<file path="src/rtl/fb_pkg.sv">
// rtl/fb_pkg.sv - shared types and geometry for the ping-pong frame buffer arbiter
package fb_pkg;

  localparam int FB_W       = 256;
  localparam int FB_H       = 240;
  localparam int PIX_W      = 6;
  localparam int FIFO_DEPTH = 4;

  typedef logic [15:0] fb_addr_t;

  typedef struct packed {
    fb_addr_t         addr;
    logic [PIX_W-1:0] pix;
  } fb_entry_t;

  typedef enum logic [1:0] {IDLE, FILL, DRAIN} state_t;

  // Raster address within one page: line in the high byte, column in the low byte.
  function automatic fb_addr_t raster_addr(input logic [7:0] y, input logic [7:0] x);
    return {y, x};
  endfunction

endpackage

</file>
<file path="src/rtl/fb_wr_fifo.sv">
// rtl/fb_wr_fifo.sv - small synchronous FIFO buffering pixel writes while VGA owns the port
module fb_wr_fifo
  import fb_pkg::*;
#(
  parameter int DEPTH = FIFO_DEPTH
) (
  input  logic                   clk,
  input  logic                   rst_n,
  input  logic                   push,
  input  fb_entry_t              wr_entry,
  input  logic                   pop,
  output fb_entry_t              rd_entry,
  output logic                   full,
  output logic                   empty,
  output logic [$clog2(DEPTH):0] count
);

  localparam int AW = $clog2(DEPTH);

  fb_entry_t         mem [DEPTH];
  logic [AW-1:0]     wr_ptr;
  logic [AW-1:0]     rd_ptr;
  logic              do_push;
  logic              do_pop;

  assign full     = (count == (AW+1)'(DEPTH));
  assign empty    = (count == '0);
  assign do_push  = push & ~full;
  assign do_pop   = pop & ~empty;
  assign rd_entry = mem[rd_ptr];

  always_ff @(posedge clk) begin
    if (do_push) mem[wr_ptr] <= wr_entry;
  end

  always_ff @(posedge clk or negedge rst_n) begin
    if (!rst_n) begin
      wr_ptr <= '0;
      rd_ptr <= '0;
      count  <= '0;
    end else begin
      if (do_push) wr_ptr <= wr_ptr + 1'b1;
      if (do_pop)  rd_ptr <= rd_ptr + 1'b1;
      case ({do_push, do_pop})
        2'b10:   count <= count + 1'b1;
        2'b01:   count <= count - 1'b1;
        default: count <= count;
      endcase
    end
  end

endmodule

</file>
<file path="src/rtl/fb_page_arbiter.sv">
// rtl/fb_page_arbiter.sv - single-port frame buffer arbiter: PPU writes to the back page,
// VGA reads from the display page with priority, page swap only at vblank after a full drain.
module fb_page_arbiter #(
  parameter int FB_W       = fb_pkg::FB_W,
  parameter int FB_H       = fb_pkg::FB_H,
  parameter int PIX_W      = fb_pkg::PIX_W,
  parameter int FIFO_DEPTH = fb_pkg::FIFO_DEPTH
) (
  input  logic             pix_clk,
  input  logic             rst_n,
  input  logic             ppu_valid,
  output logic             ppu_ready,
  input  logic [PIX_W-1:0] ppu_pix,
  input  logic             ppu_sof,
  input  logic             vga_rd_req,
  input  logic [7:0]       vga_x,
  input  logic [7:0]       vga_y,
  input  logic             vga_vblank,
  output logic [PIX_W-1:0] vga_rd_data,
  output logic             vga_rd_valid,
  output logic [16:0]      mem_addr,
  output logic             mem_we,
  output logic [PIX_W-1:0] mem_wdata,
  input  logic [PIX_W-1:0] mem_rdata,
  output logic             disp_page,
  output logic             frame_done,
  output logic [7:0]       abort_cnt
);

  import fb_pkg::*;

  localparam int CW = $clog2(FIFO_DEPTH) + 1;

  state_t          state;
  logic [7:0]      wr_x;
  logic [7:0]      wr_y;
  logic            accept;
  logic            last_pix;
  logic            push;
  logic            pop;
  fb_entry_t       push_entry;
  fb_entry_t       head;
  logic            fifo_full;
  logic            fifo_empty;
  logic [CW-1:0]   fifo_count;
  logic            rd_issue;

  fb_wr_fifo #(.DEPTH(FIFO_DEPTH)) u_wr_fifo (
    .clk      (pix_clk),
    .rst_n    (rst_n),
    .push     (push),
    .wr_entry (push_entry),
    .pop      (pop),
    .rd_entry (head),
    .full     (fifo_full),
    .empty    (fifo_empty),
    .count    (fifo_count)
  );

  always_comb begin
    case (state)
      IDLE:    ppu_ready = 1'b1;
      FILL:    ppu_ready = ~fifo_full;
      default: ppu_ready = 1'b0;
    endcase
  end

  assign accept   = ppu_valid & ppu_ready;
  assign last_pix = (wr_x == 8'(FB_W-1)) && (wr_y == 8'(FB_H-1));

  // A sof pixel always lands at (0,0); pixels seen in IDLE without sof are dropped.
  always_comb begin
    push            = 1'b0;
    push_entry.addr = raster_addr(wr_y, wr_x);
    push_entry.pix  = ppu_pix;
    if (accept) begin
      if (ppu_sof) begin
        push            = (state == IDLE) || (state == FILL);
        push_entry.addr = '0;
      end else begin
        push = (state == FILL);
      end
    end
  end

  always_ff @(posedge pix_clk or negedge rst_n) begin
    if (!rst_n) begin
      state      <= IDLE;
      wr_x       <= '0;
      wr_y       <= '0;
      disp_page  <= 1'b0;
      abort_cnt  <= '0;
      frame_done <= 1'b0;
    end else begin
      frame_done <= 1'b0;
      case (state)
        IDLE: begin
          if (accept && ppu_sof) begin
            wr_x  <= 8'd1;
            wr_y  <= '0;
            state <= FILL;
          end
        end
        FILL: begin
          if (accept) begin
            if (ppu_sof) begin
              wr_x <= 8'd1;
              wr_y <= '0;
              if (abort_cnt != 8'hFF) abort_cnt <= abort_cnt + 1'b1;
            end else if (last_pix) begin
              wr_x  <= '0;
              wr_y  <= '0;
              state <= DRAIN;
            end else if (wr_x == 8'(FB_W-1)) begin
              wr_x <= '0;
              wr_y <= wr_y + 1'b1;
            end else begin
              wr_x <= wr_x + 1'b1;
            end
          end
        end
        DRAIN: begin
          // Empty FIFO means every write of this frame is already on the back page.
          if (fifo_count == '0 && vga_vblank) begin
            disp_page  <= ~disp_page;
            frame_done <= 1'b1;
            state      <= IDLE;
          end
        end
        default: state <= IDLE;
      endcase
    end
  end

  assign pop = ~vga_rd_req & ~fifo_empty;

  always_ff @(posedge pix_clk or negedge rst_n) begin
    if (!rst_n) begin
      mem_addr     <= '0;
      mem_we       <= 1'b0;
      mem_wdata    <= '0;
      rd_issue     <= 1'b0;
      vga_rd_valid <= 1'b0;
    end else begin
      rd_issue     <= vga_rd_req;
      vga_rd_valid <= rd_issue;
      if (vga_rd_req) begin
        mem_addr <= {disp_page, vga_y, vga_x};
        mem_we   <= 1'b0;
      end else if (!fifo_empty) begin
        mem_addr  <= {~disp_page, head.addr};
        mem_we    <= 1'b1;
        mem_wdata <= head.pix;
      end else begin
        mem_we <= 1'b0;
      end
    end
  end

  assign vga_rd_data = mem_rdata;

endmodule

</file>
<file path="config.mk">
export PLATFORM = sky130hd
export DESIGN_NAME = fb_page_arbiter
export DESIGN_NICKNAME = d
export VERILOG_FILES = /design/src/rtl/fb_pkg.sv /design/src/rtl/fb_wr_fifo.sv /design/src/rtl/fb_page_arbiter.sv
export SDC_FILE = /design/constraint.sdc
export NUM_CORES = 1
export LEC_CHECK = 0
export BUFFER_PORTS_ARGS = -buffer_cell sky130_fd_sc_hd__clkbuf_2
export CAP_MARGIN = 5
export CORE_ASPECT_RATIO = 1.75
export CORE_UTILIZATION = 30
export CTS_CLUSTER_DIAMETER = 40
export CTS_CLUSTER_SIZE = 24
export DETAILED_ROUTE_END_ITERATION = 8
export PLACE_DENSITY_LB_ADDON = 0.12
export SLEW_MARGIN = 20
export SYNTH_ARGS = -nofsm -noshare
export SYNTH_HDL_FRONTEND = slang
export SYNTH_HIERARCHICAL = 1
export SYNTH_SLANG_ARGS = --single-unit
</file>
<file path="constraint.sdc">
create_clock -name pix_clk -period 2.4 [get_ports pix_clk]
set_input_delay 0.24 -clock pix_clk [delete_from_list [all_inputs] [get_ports pix_clk]]
set_output_delay 0.24 -clock pix_clk [all_outputs]
set_load 0.02 [all_outputs]
</file>
==> flow_metrics.tcl <==
set metrics [dict create \
    status "finished with violations" \
    violations "DRC" \
    met3_length_um 353 \
    fin_nets 532 \
    reg2reg_to "u_wr_fifo/count[2]" \
    ys.warnings.count 6 \
    synth_top_area_frac 0.416 \
    max_freq_mhz 450 \
    dp_cells 721 \
    area_growth_syn_to_layout_pct 18.9 \
    fp-row-count 70 \
    ctsHoldBuffers 1 \
    drc_errors 6 \
    hp-start "vga_x[0]" \
    crit_slowest_cell "dfrtp_2" \
    worst_slack_ns 0.179 \
    cts.clk_slew.worst_paths_ns 0.06 \
    die_area_sq_um 21800 \
    synthFlopType "edfxtp_1" \
    post-cts-setup-buffer-count 0 \
    place_ws_ns 0.167 \
    grt-ovfl-total 0 \
    cts_tree "done" \
    die_y_um 194 \
    crit_fanout 6 \
    die_w_um 112 \
    ir_drop_mv 0.400 \
    gp_congestion 0.744 \
    ctsRootBufferMaster "clkbuf_16" \
    cap_violations 0 \
    fin_crit_ns 2.22 \
    slew_viol_final 0 \
    cts_sinks 149 \
    routed_wl_um 13100 \
    grt_pass1_wl_um 21200 \
    cellPowerDensity_nw_per_um2 1180 \
    crit_path_start_kind "register" \
    diodes 0 \
    yosysUniqueCellTypes 47 \
    initial_core_util 0.305 \
    port_buffers 63 \
    grt_start_max_net_pins 62 \
    syn_area_per_cell_sq_um 15.3 \
    antenna_left 0 \
    p_leak_nw 2.93 \
    yosysSeqAreaShare 0.657 \
    hold_depth 3 \
    htreeDepth 4 \
    vias 3666 \
    drt_iter0_drc 165 \
    finalCritPeriodShare 0.925 \
    met1Wirelength_um 5190 \
    fin_cells 754 \
    cts_made_buffers 17 \
    fill_cells 2015 \
    final_cell_area_sq_um 7550 \
    grt_pass1_vias 3865 \
    dpl-instance-area_sq_um 6960 \
    cpPeakStageDelay_ns 0.46 \
    hold_violations 0 \
    synthCells 414 \
    crit_start "u_wr_fifo/count[0]" \
    power.total_mw 8.91 \
    netlist_top_cells_area "edfxtp_1 (42%), dfrtp_1 (24%), mux4_2 (6.4%)" \
    design.core.area_sq_um 20800 \
    required_ns 2.75 \
    yosysMostFrequentCell "edfxtp_1" \
    hold_class "in2reg" \
    tightestPinTransition_ns 0.650 \
    whs_endpoint "mem_addr[0]" \
    insertion_delay_ns 0.42 \
    firstDrtPassIters 6 \
    vias_per_cell 4.86 \
    timing.slew.headroom 0.567 \
    final-setup-viol-count 0 \
    endpoint_kind "register" \
    r2r_start "u_wr_fifo/count[0]" \
    clockBufferDepth 2 \
    topRoutingLayerUsed "met4" \
    ys_ff_latch 149 \
    r2r_cells 12 \
    synthArstFlopShare 0.409 \
    worst-r2r-setup-slack_ns 0.18 \
    wl_met2_um 7350 \
    syn-cell-area_sq_um 6350 \
    grt_antenna_before_repair 0 \
    cp_cell_sequence "nor3b_4 > a21oi_4 > nand3_4 > inv_2 > nor2b_4 > inv_1 > ha_2 > inv_2 > fa_2 > xor2_1 > nor2_1 > xor2_1" \
    drive_above_1_share 0.305 \
    synth_nets 457 \
    grt_use_total 0.132 \
    synth_edf_count 88 \
    ys_top_cells_by_count "edfxtp_1 (88), dfrtp_1 (61), o21ai_0 (25), nand2_1 (24), and2_1 (19)" \
    synth.largest_area_cell "edfxtp_1" \
    cts_resized 0 \
    num_io_pins 76 \
    crit_type "reg2reg" \
    worstPathArrival_ns 2.57 \
    fin_worst_skew_ns 0.00817 \
    dpl.hpwl_um 8890 \
    drt-wirelength-per-cell_um 17.4 \
    rsz0062_at_grt "false" \
]
==> power breakdown <==
group	internal (mW)	switching, mW	leakage (nW)	total (mW)
combinational	1.14	1.42	1.08	2.56
clock	1.55	1.03	0.268	2.59
sequential	3.42	0.337	1.59	3.75
==> routing by layer <==
layer | vias to the layer above | global-route usage
met1 | 1869 | 0.141
met3 | 14 | 0.0296
met4 | 0 | 0.0588
met2 | 68 | 0.243
li1 | 1715 | -
met5 | - | 0
==> worst max-delay path, delay by kind of cell, from the launching register on <==
family	cells	cell delay [ns]
XOR/XNOR	2	0.29
flip-flops	1	0.46
adder cells (fa/ha/maj)	2	0.52
buffers and inverters	3	0.15
AND/OR/NAND/NOR	4	0.62
AO/OA/AOI/OAI	1	0.11
==> metrics by stage <==
| stage | hold slack, ns | setup TNS, ns | utilization |
|---|---|---|---|
| 2_1_floorplan | -0.0556 | -0.0401 | - |
| 3_3_place_gp | 0.293 | 0 | 0.334 |
| 3_5_place_dp | 0.294 | 0 | 0.334 |
| 4_1_cts | 0.00543 | 0 | 0.362 |
| 5_1_grt | 0.0193 | 0 | 0.362 |
| 6_report | 0.0251 | 0 | 0.362 |
==> worst max-delay path by stage <==
stage / cells after the start / slack [ns] / to
floorplan: 14 / -0.04 / u_wr_fifo/count[2]
global placement: 12 / 0.20 / u_wr_fifo/count[2]
detailed placement: 12 / 0.17 / u_wr_fifo/count[2]
CTS: 12 / 0.15 / u_wr_fifo/count[2]
global route: 12 / 0.04 / u_wr_fifo/count[2]
finish: 12 / 0.18 / u_wr_fifo/count[2]
==> registers in the layout (all words and copies together), names as in the netlist <==
signal / count
abort_cnt: 8
disp_page: 1
frame_done: 1
mem_addr: 17
mem_wdata: 6
mem_we: 1
rd_issue: 1
state: 2
u_wr_fifo/count: 3
u_wr_fifo/mem: 88
u_wr_fifo/rd_ptr: 2
u_wr_fifo/wr_ptr: 2
vga_rd_valid: 1
wr_x: 8
wr_y: 8
==> logic make-up after synthesis <==
kind of cell	synth area share
AOI/OAI and AO/OA	0.0497
xor gates and xnor gates	0.0235
adders and majority gates	0.0189
muxes	0.125
buffers and inverters	0.0337
DFF	0.657
and+or+nand+nor	0.0922
==> cell usage in the layout (no fill, tap or decap), drive strengths merged, types with 10 or more instances in the layout <==
| cell | instances |
|---|---|
| edfxtp | 88 |
| clkbuf | 82 |
| dfrtp | 61 |
| o21ai | 26 |
| nand2 | 24 |
| mux4 | 22 |
| and2 | 19 |
| mux2i | 18 |
| buf | 17 |
| xor2 | 13 |
| nand3 | 12 |
| a21oi | 12 |
| inv | 11 |
| nor2 | 10 |
==> layout make-up <==
type | instances | area (sq um) | share of cell area
Clock buffer | 20 | 447 | 0.0592
Multi-Input combinational cell | 231 | 1990 | 0.264
Tap cell | 252 | 315 | 0.0418
Inverter | 10 | 37.5 | 0.00497
Timing Repair Buffer | 80 | 458 | 0.0607
Clock inverter | 12 | 130 | 0.0172
Sequential cell | 149 | 4170 | 0.552
Power figures use the tool's default switching activity.
